<file path="src/rtl/scan_pkg.sv">
// Shared types and constants for the decoder scan sequencer.
// Used by the interface, the dwell counter and the top level.
package scan_pkg;

    localparam int ADDR_W      = 4;
    localparam int NUM_OUTPUTS = 16;
    localparam int CNT_W       = 8;

    typedef enum logic [1:0] {
        IDLE = 2'd0,
        RUN  = 2'd1,
        DONE = 2'd2
    } scan_state_t;

    // Next address in sweep order, wrapping modulo 16
    function automatic logic [ADDR_W-1:0] step_addr(
        input logic [ADDR_W-1:0] a,
        input logic              down
    );
        return down ? a - 1'b1 : a + 1'b1;
    endfunction

endpackage

</file>
<file path="src/rtl/decoder_scan_sequencer_if.sv">
// Control/status bundle between the sweep controller and the sequencer.
// SCAN_CONTINUOUS_EN adds the repeat_req request line.
interface decoder_scan_sequencer_if;
    import scan_pkg::*;

    logic              start;
    logic              stop;
    logic              dir;
    logic [ADDR_W-1:0] first_addr;
    logic [ADDR_W-1:0] last_addr;
`ifdef SCAN_CONTINUOUS_EN
    logic              repeat_req;
`endif
    logic              enable;
    logic              A3;
    logic              A2;
    logic              A1;
    logic              A0;
    logic              busy;
    logic              done;

`ifdef SCAN_CONTINUOUS_EN
    modport master (
        output start, stop, dir, first_addr, last_addr, repeat_req,
        input  enable, A3, A2, A1, A0, busy, done
    );
    modport slave (
        input  start, stop, dir, first_addr, last_addr, repeat_req,
        output enable, A3, A2, A1, A0, busy, done
    );
`else
    modport master (
        output start, stop, dir, first_addr, last_addr,
        input  enable, A3, A2, A1, A0, busy, done
    );
    modport slave (
        input  start, stop, dir, first_addr, last_addr,
        output enable, A3, A2, A1, A0, busy, done
    );
`endif

endinterface

</file>
<file path="src/rtl/decoder_scan_sequencer_dwell_counter.sv">
// Per-address hold counter: counts 0..DWELL_CYCLES-1 and wraps.
// tc flags the last cycle of the current address.
module dwell_counter
    import scan_pkg::*;
#(
    parameter int DWELL_CYCLES = 4
) (
    input  logic clk,
    input  logic rst_n,
    input  logic clr,
    input  logic en,
    output logic tc
);

    localparam logic [CNT_W-1:0] LAST = CNT_W'(DWELL_CYCLES - 1);

    logic [CNT_W-1:0] cnt;

    assign tc = (cnt == LAST);

    // Count while enabled, wrap at terminal count, clear on request
    always_ff @(posedge clk or negedge rst_n) begin
        if (!rst_n) begin
            cnt <= '0;
        end else if (clr) begin
            cnt <= '0;
        end else if (en) begin
            cnt <= tc ? '0 : cnt + 1'b1;
        end
    end

endmodule

</file>
<file path="src/rtl/decoder_scan_sequencer.sv">
// Address sweep generator feeding a 4-to-16 enable decoder.
// Optional SCAN_CONTINUOUS_EN: repeat_req reloads the sweep without a gap.
module decoder_scan_sequencer
    import scan_pkg::*;
#(
    parameter int DWELL_CYCLES = 4
) (
    input  logic                     clk,
    input  logic                     rst_n,
    decoder_scan_sequencer_if.slave  bus
);

    scan_state_t       state;
    scan_state_t       state_n;
    logic [ADDR_W-1:0] addr;
    logic [ADDR_W-1:0] addr_n;
    logic [ADDR_W-1:0] first_q;
    logic [ADDR_W-1:0] last_q;
    logic              dir_q;
    logic              load;
    logic              done_n;
    logic              run_n;
    logic              enable_q;
    logic              busy_q;
    logic              done_q;
    logic              tc;
    logic              cnt_clr;
    logic              cnt_en;
    logic              reload;

    assign cnt_en  = (state == RUN);
    assign cnt_clr = (state != RUN);
    assign run_n   = (state_n == RUN);

`ifdef SCAN_CONTINUOUS_EN
    assign reload = bus.repeat_req;
`else
    assign reload = 1'b0;
`endif

    dwell_counter #(
        .DWELL_CYCLES (DWELL_CYCLES)
    ) u_dwell (
        .clk   (clk),
        .rst_n (rst_n),
        .clr   (cnt_clr),
        .en    (cnt_en),
        .tc    (tc)
    );

    // Next-state, next-address and done-pulse decode
    always_comb begin
        state_n = state;
        addr_n  = addr;
        load    = 1'b0;
        done_n  = 1'b0;
        unique case (state)
            IDLE: begin
                addr_n = '0;
                if (bus.start && !bus.stop) begin
                    load    = 1'b1;
                    addr_n  = bus.first_addr;
                    state_n = RUN;
                end
            end
            RUN: begin
                if (bus.stop) begin
                    state_n = IDLE;
                    addr_n  = '0;
                end else if (tc) begin
                    if (addr != last_q) begin
                        addr_n = step_addr(addr, dir_q);
                    end else if (reload) begin
                        addr_n = first_q;
                        done_n = 1'b1;
                    end else begin
                        state_n = DONE;
                        addr_n  = '0;
                        done_n  = 1'b1;
                    end
                end
            end
            DONE: begin
                state_n = IDLE;
                addr_n  = '0;
            end
            default: begin
                state_n = IDLE;
                addr_n  = '0;
            end
        endcase
    end

    // State, sweep parameters and registered decoder outputs
    always_ff @(posedge clk or negedge rst_n) begin
        if (!rst_n) begin
            state    <= IDLE;
            addr     <= '0;
            first_q  <= '0;
            last_q   <= '0;
            dir_q    <= 1'b0;
            enable_q <= 1'b0;
            busy_q   <= 1'b0;
            done_q   <= 1'b0;
        end else begin
            state    <= state_n;
            addr     <= addr_n;
            enable_q <= run_n;
            busy_q   <= run_n;
            done_q   <= done_n;
            if (load) begin
                first_q <= bus.first_addr;
                last_q  <= bus.last_addr;
                dir_q   <= bus.dir;
            end
        end
    end

    assign bus.enable = enable_q;
    assign bus.busy   = busy_q;
    assign bus.done   = done_q;
    assign bus.A3     = addr[3];
    assign bus.A2     = addr[2];
    assign bus.A1     = addr[1];
    assign bus.A0     = addr[0];

endmodule

</file>
<file path="src/flat_wrapper.sv">
// flat-port wrapper written by rule: the top's interface ports become plain ports
module decoder_scan_sequencer_flat import scan_pkg::*;
#(
    parameter int DWELL_CYCLES = 4
)
  (clk, rst_n, bus_start, bus_stop, bus_dir, bus_first_addr, bus_last_addr, bus_enable, bus_A3, bus_A2, bus_A1, bus_A0, bus_busy, bus_done);
  decoder_scan_sequencer_if bus_i ();
  input  logic clk;
  input  logic rst_n;
  input wire logic [$bits(bus_i.start)-1:0] bus_start;
  input wire logic [$bits(bus_i.stop)-1:0] bus_stop;
  input wire logic [$bits(bus_i.dir)-1:0] bus_dir;
  input wire logic [$bits(bus_i.first_addr)-1:0] bus_first_addr;
  input wire logic [$bits(bus_i.last_addr)-1:0] bus_last_addr;
  output wire logic [$bits(bus_i.enable)-1:0] bus_enable;
  output wire logic [$bits(bus_i.A3)-1:0] bus_A3;
  output wire logic [$bits(bus_i.A2)-1:0] bus_A2;
  output wire logic [$bits(bus_i.A1)-1:0] bus_A1;
  output wire logic [$bits(bus_i.A0)-1:0] bus_A0;
  output wire logic [$bits(bus_i.busy)-1:0] bus_busy;
  output wire logic [$bits(bus_i.done)-1:0] bus_done;
  assign bus_i.start = bus_start;
  assign bus_i.stop = bus_stop;
  assign bus_i.dir = bus_dir;
  assign bus_i.first_addr = bus_first_addr;
  assign bus_i.last_addr = bus_last_addr;
  assign bus_enable = bus_i.enable;
  assign bus_A3 = bus_i.A3;
  assign bus_A2 = bus_i.A2;
  assign bus_A1 = bus_i.A1;
  assign bus_A0 = bus_i.A0;
  assign bus_busy = bus_i.busy;
  assign bus_done = bus_i.done;
  decoder_scan_sequencer #(.DWELL_CYCLES(DWELL_CYCLES)) u_core (.clk(clk), .rst_n(rst_n), .bus(bus_i));
endmodule
</file>
<file path="config.mk">
export PLATFORM = sky130hd
export DESIGN_NAME = decoder_scan_sequencer_flat
export DESIGN_NICKNAME = d
export VERILOG_FILES = /design/src/rtl/scan_pkg.sv /design/src/rtl/decoder_scan_sequencer_if.sv /design/src/rtl/decoder_scan_sequencer_dwell_counter.sv /design/src/rtl/decoder_scan_sequencer.sv /design/src/flat_wrapper.sv
export SDC_FILE = /design/constraint.sdc
export NUM_CORES = 1
export LEC_CHECK = 0
export CAP_MARGIN = 10
export CORE_MARGIN = 3
export CORE_UTILIZATION = 30
export CTS_CLUSTER_SIZE = 24
export DETAILED_ROUTE_END_ITERATION = 8
export GPL_TIMING_DRIVEN = 0
export HOLD_SLACK_MARGIN = 0.02
export RECOVER_POWER = 50
export SLEW_MARGIN = 15
export SYNTH_ARGS = -nofsm -noshare
export SYNTH_HDL_FRONTEND = slang
export SYNTH_HIERARCHICAL = 1
export SYNTH_SLANG_ARGS = --single-unit
</file>
<file path="constraint.sdc">
create_clock -name clk -period 5.1 [get_ports clk]
set_input_delay 1.275 -clock clk [delete_from_list [all_inputs] [get_ports clk]]
set_output_delay 1.275 -clock clk [all_outputs]
set_load 0.005 [all_outputs]
</file>
== Yosys cells after proc, flatten, opt, wreduce, memory -nomap -nowiden ==
Cells that the tools add are included.

* Memories: 0
* Output and inout bits: 7
* Input port bits: 13
* Memory bits (writable): 0
* ROM bits: 0
* Logic and storage cells: 40
* Bits in registers: 21
* Bits in latches: 0

* Equal/unequal tests: 6
* Reduce and logical (&&, ||, !) cells: 4
* Bitwise logic cells: 0
* $add $sub $neg: 3
* $mul: 0
* Shifts and indexed selects: 0
* Muxes and demuxes: 20
* Order comparisons: 0
* Div/mod/pow operators: 0

{| class="wikitable"
|+ Operators by type and width
! kind !! count
|-
| 8-bit 2-to-1 mux || 3
|-
| 4-bit 2-to-1 mux || 5
|-
| 8-bit by 1-bit adder with 8-bit output (second input constant) || 1
|-
| 8-bit by 2-bit == test with 1-bit output (second input constant) || 1
|-
| 2-bit 2-to-1 mux || 4
|-
| 4-bit one-hot mux with 2 select lines || 1
|-
| 1-bit 2-to-1 mux || 6
|-
| 4-bit by 1-bit adder with 4-bit output (second input constant) || 1
|-
| 2-bit by 1-bit == test with 1-bit output (second input constant) || 2
|-
| 4-bit != test || 1
|-
| 2-bit one-hot mux with 2 select lines || 1
|-
| 4-bit by 1-bit subtractor with 4-bit output (second input constant) || 1
|-
| 3-bit != test (second input constant) || 1
|-
| 2-bit zero test || 1
|-
| 2-bit by 1-bit != test with 1-bit output (second input constant) || 1
|-
| 2-bit nonzero test || 1
|-
| 1-bit logical AND || 1
|-
| 1-bit zero test || 1
|}

== Longest topological paths before layout ==
* Depth after elaboration: 6
* Depth in mapped cells: 7
* Mapped depth without buffers: 7

== By module ==
Netlist, hierarchy kept.

{| class="wikitable"
|+ By module, submodules not included
! module !! times used !! area an instance (µm²) !! cells each
|-
| decoder_scan_sequencer || 1 || 719.4 || 62
|-
| dwell_counter || 1 || 451.7 || 47
|}

== Least setup slack after synthesis ==
Ideal clock, no wire load.

* Path kind: input port to flip-flop
* From: input bus_stop
* To: register u_core.last_q[1]
* Path slack: 2.873 ns
* Arrival: 2.102 ns
* Library setup time: 0.125 ns
* Stages: 3
* Path buffers: 1
* Data required time: 4.975 ns
* Cells stage by stage: nor4b_4 > buf_4 > mux2_2

* Word-level cells in the longest chain between the ends: 4

{| class="wikitable"
|+ RTL lines
! item !! line !! RTL
|-
| from (decl) || flat_wrapper.sv:11 || <nowiki>input wire logic [$bits(bus_i.stop)-1:0] bus_stop;</nowiki>
|-
| 1-bit zero test || decoder_scan_sequencer.sv:60 || <nowiki>if (bus.start && !bus.stop) begin</nowiki>
|-
| 1-bit logical AND || decoder_scan_sequencer.sv:60 ||
|-
| 1-bit 2-to-1 mux || decoder_scan_sequencer.sv:60 ||
|-
| 1-bit 2-to-1 mux || decoder_scan_sequencer.sv:57 || <nowiki>unique case (state)</nowiki>
|-
| to (signal assigned) || decoder_scan_sequencer.sv:113 || <nowiki>last_q <= bus.last_addr;</nowiki>
|-
| to (decl) || decoder_scan_sequencer.sv:18 || <nowiki>logic [ADDR_W-1:0] last_q;</nowiki>
|}

No other way between the ends.
A chain may end at the register's enable or synchronous reset.

== Worst setup path after layout ==
Same ends and word-level chain as after synthesis.

==> flow_summary.html <==
<table>
<tr><th>Metric</th><th>Value</th></tr>
<tr><th colspan="2">Clocking</th></tr>
<tr><td>Clock root buffer</td><td>clkbuf_8</td></tr>
<tr><td>Post-CTS Setup Bufs</td><td>0</td></tr>
<tr><td>Count of hold buffers inserted by post-cts repair</td><td>0</td></tr>
<tr><td>CTS Buf Count</td><td>3</td></tr>
<tr><td>Clock network latency to the later pin of the worst-skew pair</td><td>0.25 ns</td></tr>
<tr><td>Total number of H-tree levels</td><td>1</td></tr>
<tr><td>Clock transition at the registers of the reported paths</td><td>0.07 ns</td></tr>
<tr><td>Number of clock sinks seen by CTS</td><td>21</td></tr>
<tr><td>Number of gates resized after cts</td><td>0</td></tr>
<tr><td>Clk buf depth</td><td>2</td></tr>
<tr><td>Clock tree from TritonCTS</td><td>yes</td></tr>
<tr><th colspan="2">STA</th></tr>
<tr><td>Maximum achievable frequency</td><td>312 MHz</td></tr>
<tr><td>Period minus WS final</td><td>3.20 ns</td></tr>
<tr><td>Count of final hold-check violations</td><td>0</td></tr>
<tr><td>TNS Setup</td><td>0 ns</td></tr>
<tr><td>Final Cycle Share</td><td>0.628</td></tr>
<tr><td>Total of endpoints with negative setup slack in the final report</td><td>0</td></tr>
<tr><td>Unrepaired setup endpoints after global routing</td><td>no</td></tr>
<tr><td>Post-Route Skew</td><td>0.00113 ns</td></tr>
<tr><td>Max-slew violation count</td><td>0</td></tr>
<tr><td>Transition time at the pin with the least slew margin</td><td>0.996 ns</td></tr>
<tr><td>Worst slew slack as a fraction of its limit</td><td>0.334</td></tr>
<tr><td>Worst Hold Margin</td><td>0.531 ns</td></tr>
<tr><th colspan="2">Yosys</th></tr>
<tr><td>Distinct cells, synth</td><td>39</td></tr>
<tr><td>Sequential share of the synthesized area</td><td>0.449</td></tr>
<tr><td>Proportion of register bits with asynchronous set or reset after synthesis</td><td>1.00</td></tr>
<tr><td>Cell types with the largest area share after synthesis</td><td>dfrtp_1, xor2_1, a21oi_1</td></tr>
<tr><td>Area share of the largest cell type after synthesis</td><td>0.449</td></tr>
<tr><td>Gate count of the mapped netlist</td><td>109</td></tr>
<tr><td>Register bit total from synthesis</td><td>21</td></tr>
<tr><td>Mean instance size in the synthesized netlist</td><td>10.7 um^2</td></tr>
<tr><td>Post-synth EDFFs</td><td>0</td></tr>
<tr><td>Number of warnings printed during yosys synthesis</td><td>6</td></tr>
<tr><td>Number of nets in the synthesized netlist</td><td>126</td></tr>
<tr><td>Post-synthesis instance area</td><td>0.00117 mm^2</td></tr>
<tr><td>Top flip-flop cell by instance count after synthesis</td><td>dfrtp_1</td></tr>
<tr><td>Cell type with the highest aggregate area in the netlist</td><td>dfrtp_1</td></tr>
<tr><th colspan="2">Setup path</th></tr>
<tr><td>Crit Path Max Fanout</td><td>10</td></tr>
<tr><td>Arrival time of data at the critical path endpoint</td><td>3.35 ns</td></tr>
<tr><td>Worst setup SP type</td><td>primary input</td></tr>
<tr><td>Worst setup slack for register-to-register paths</td><td>2.68 ns</td></tr>
<tr><td>Crit path kind</td><td>primary input to register</td></tr>
<tr><td>Required time at the worst-slack endpoint</td><td>5.24 ns</td></tr>
<tr><td>Capturing element type of the critical path</td><td>register</td></tr>
<tr><th colspan="2">Floorplan</th></tr>
<tr><td>Die area</td><td>0.00469 mm^2</td></tr>
<tr><td>I/O pin cnt</td><td>20</td></tr>
<tr><td>Die Y-Extent</td><td>68.5 um</td></tr>
<tr><td>Effective utilization at floorplan</td><td>0.315</td></tr>
<tr><td>Floorplan row count</td><td>22</td></tr>
<tr><td>X dimension of the die</td><td>68.5 um</td></tr>
<tr><td>Core region area</td><td>0.00372 mm^2</td></tr>
<tr><th colspan="2">Routing</th></tr>
<tr><td>Residual DRC</td><td>0</td></tr>
<tr><td>Vias</td><td>921</td></tr>
<tr><td>Vias per std cell</td><td>5.12</td></tr>
<tr><td>Number of nets with antenna violations after detailed routing</td><td>0</td></tr>
<tr><td>Wire length reported by the detailed router</td><td>2.45 mm</td></tr>
<tr><td>Routed WL per cell</td><td>13.6 um</td></tr>
<tr><td>Number of DRC markers in iteration 0</td><td>40</td></tr>
<tr><td>Detailed-router iteration count before antenna repair</td><td>4</td></tr>
<tr><th colspan="2">Global route</th></tr>
<tr><td>Via count of the first global-routing pass</td><td>960</td></tr>
<tr><td>Initial antenna violation count</td><td>0</td></tr>
<tr><td>Pin count of the biggest net entering global routing</td><td>22</td></tr>
<tr><td>Global router's overall resource usage</td><td>0.124</td></tr>
<tr><td>First-pass GRT wire length</td><td>4.33 mm</td></tr>
<tr><td>Grt ovf</td><td>0</td></tr>
<tr><th colspan="2">Finish</th></tr>
<tr><td>Most common cell after layout, fill and taps aside</td><td>dfrtp_1</td></tr>
<tr><td>Final #Nets</td><td>150</td></tr>
<tr><td>Fraction of final layout cells with drive strength greater than 1</td><td>0.0909</td></tr>
<tr><td>Count of filler cells inserted in the layout</td><td>388</td></tr>
<tr><td>Layout overhead on the synthesized area</td><td>22.1%</td></tr>
<tr><td>Highest-count cells in the layout ignoring fill and taps</td><td>dfrtp_1, clkdlybuf4s50_1, a21oi_1</td></tr>
<tr><td>Final cell area excluding filler cells</td><td>0.00143 mm^2</td></tr>
<tr><td># diodes</td><td>0</td></tr>
<tr><th colspan="2">Run</th></tr>
<tr><td>MaxCap Viol Count</td><td>0</td></tr>
<tr><th colspan="2">Power</th></tr>
<tr><td>Seq pwr share</td><td>0.500</td></tr>
<tr><td>Internal power contribution</td><td>285 uW</td></tr>
<tr><td>Peak supply drop</td><td>0.000156 V</td></tr>
<tr><td>Power density over the cells</td><td>277 mW/mm^2</td></tr>
<tr><td>Net switching fraction of the power</td><td>0.282</td></tr>
<tr><td>Power dissipated by switching net loads</td><td>112 uW</td></tr>
<tr><td>Reported leakage power</td><td>0.000608 uW</td></tr>
<tr><td>Share of power burned in combinational logic</td><td>0.230</td></tr>
<tr><td>Fraction of power consumed by the clock network</td><td>0.270</td></tr>
<tr><th colspan="2">Placement</th></tr>
<tr><td>Dpl hpwl</td><td>1.81 mm</td></tr>
<tr><td>DP Area</td><td>0.00142 mm^2</td></tr>
<tr><td>Number of buffer cells added on primary ports</td><td>19</td></tr>
<tr><td>Gpl congestion</td><td>0.797</td></tr>
<tr><th colspan="2">Worst hold path</th></tr>
<tr><td>Hold Crit Class</td><td>register to register</td></tr>
<tr><th colspan="2">Outcome</th></tr>
<tr><td>Outcome</td><td>finished clean</td></tr>
</table>
## metrics by stage
step           setup slack [ns]  power [uW]  std cells   util
6_report                   1.90         396        180  0.385
5_1_grt                    1.78         426        180  0.385
4_1_cts                    2.50         407        180  0.395
3_5_place_dp               2.24         296        176  0.382
3_3_place_gp               2.26         293        176  0.382
2_1_floorplan              2.87         257        109      -
## worst paths after layout
| check | endpoint | start | depth (start not counted) |
|---|---|---|---|
| min in group asynchronous | u_core/u_dwell/cnt[7] | rst_n | 1 |
| max in group asynchronous | u_core/last_q[1] | rst_n | 1 |
| max reg2reg | u_core/addr[3] | u_core/u_dwell/cnt[0] | 7 |
| max | u_core/last_q[1] | bus_stop | 4 |
| min | u_core/last_q[2] | u_core/last_q[2] | 1 |
| min reg2reg | u_core/last_q[2] | u_core/last_q[2] | 1 |
## worst max-delay path, cell delays in order
cell           delay, ns
dlygate4sd3_1       0.57
nor4b_1             0.66
clkbuf_1            0.45
mux2_2              0.39
## power by group through the flow
stage	combinational (uW)	sequential, uW	clock, uW
4_1_cts	94.8	199	114
6_report	91.1	198	107
2_1_floorplan	58.4	199	0
3_3_place_gp	92.0	201	0
5_1_grt	102	201	123
3_5_place_dp	94.1	202	0
## sequential cells by signal (all words and copies together), names as in the netlist
signal,flops
u_core/state,2
u_core/addr,4
u_core/bus.busy,1
u_core/bus.done,1
u_core/u_dwell/cnt,8
u_core/last_q,4
u_core/dir_q,1
## Yosys cell counts (2+ instances only)
master      n
o21ai_0     7
nand3_1     2
o211ai_1    2
nand2_1     9
a21oi_1    10
mux2_2      3
xor2_1      6
nor2b_1     2
nor2_1      3
dfrtp_1    21
or2_1       2
a22oi_1     3
and2_1      2
inv_1       5
o2111ai_1   2
or3_1       4
ha_1        3
buf_4       2
## final cells by class
| type | instances | area, um^2 | share of cell area |
|---|---|---|---|
| buffer | 3 | 16.3 | 0.0114 |
| clock buffer | 4 | 45.0 | 0.0315 |
| inverter | 5 | 18.8 | 0.0131 |
| multi-input combinational | 80 | 574 | 0.402 |
| sequential | 21 | 526 | 0.367 |
| tap | 48 | 60.1 | 0.0420 |
| timing repair buffer | 19 | 190 | 0.133 |
## routing by layer
metal | vias to the layer above | wire [um] | GRT usage
met3 | 2 | 142 | 0.0427
met1 | 445 | 1060 | 0.139
met4 | 0 | 17 | 0.0298
met2 | 35 | 1240 | 0.222
met5 | - | 0 | 0
li1 | 439 | - | -
## cells by family (layout without fill, tap and decap cells)
group,Yosys count,after routing,synth area share
fa+ha+maj,4,4,0.0491
compound gates,31,31,0.179
simple gates,34,34,0.192
buf+inv,8,31,0.0331
xor+xnor,7,7,0.0588
mux,4,4,0.0385
flops,21,21,0.449
(Power assumes the default switching activity.)
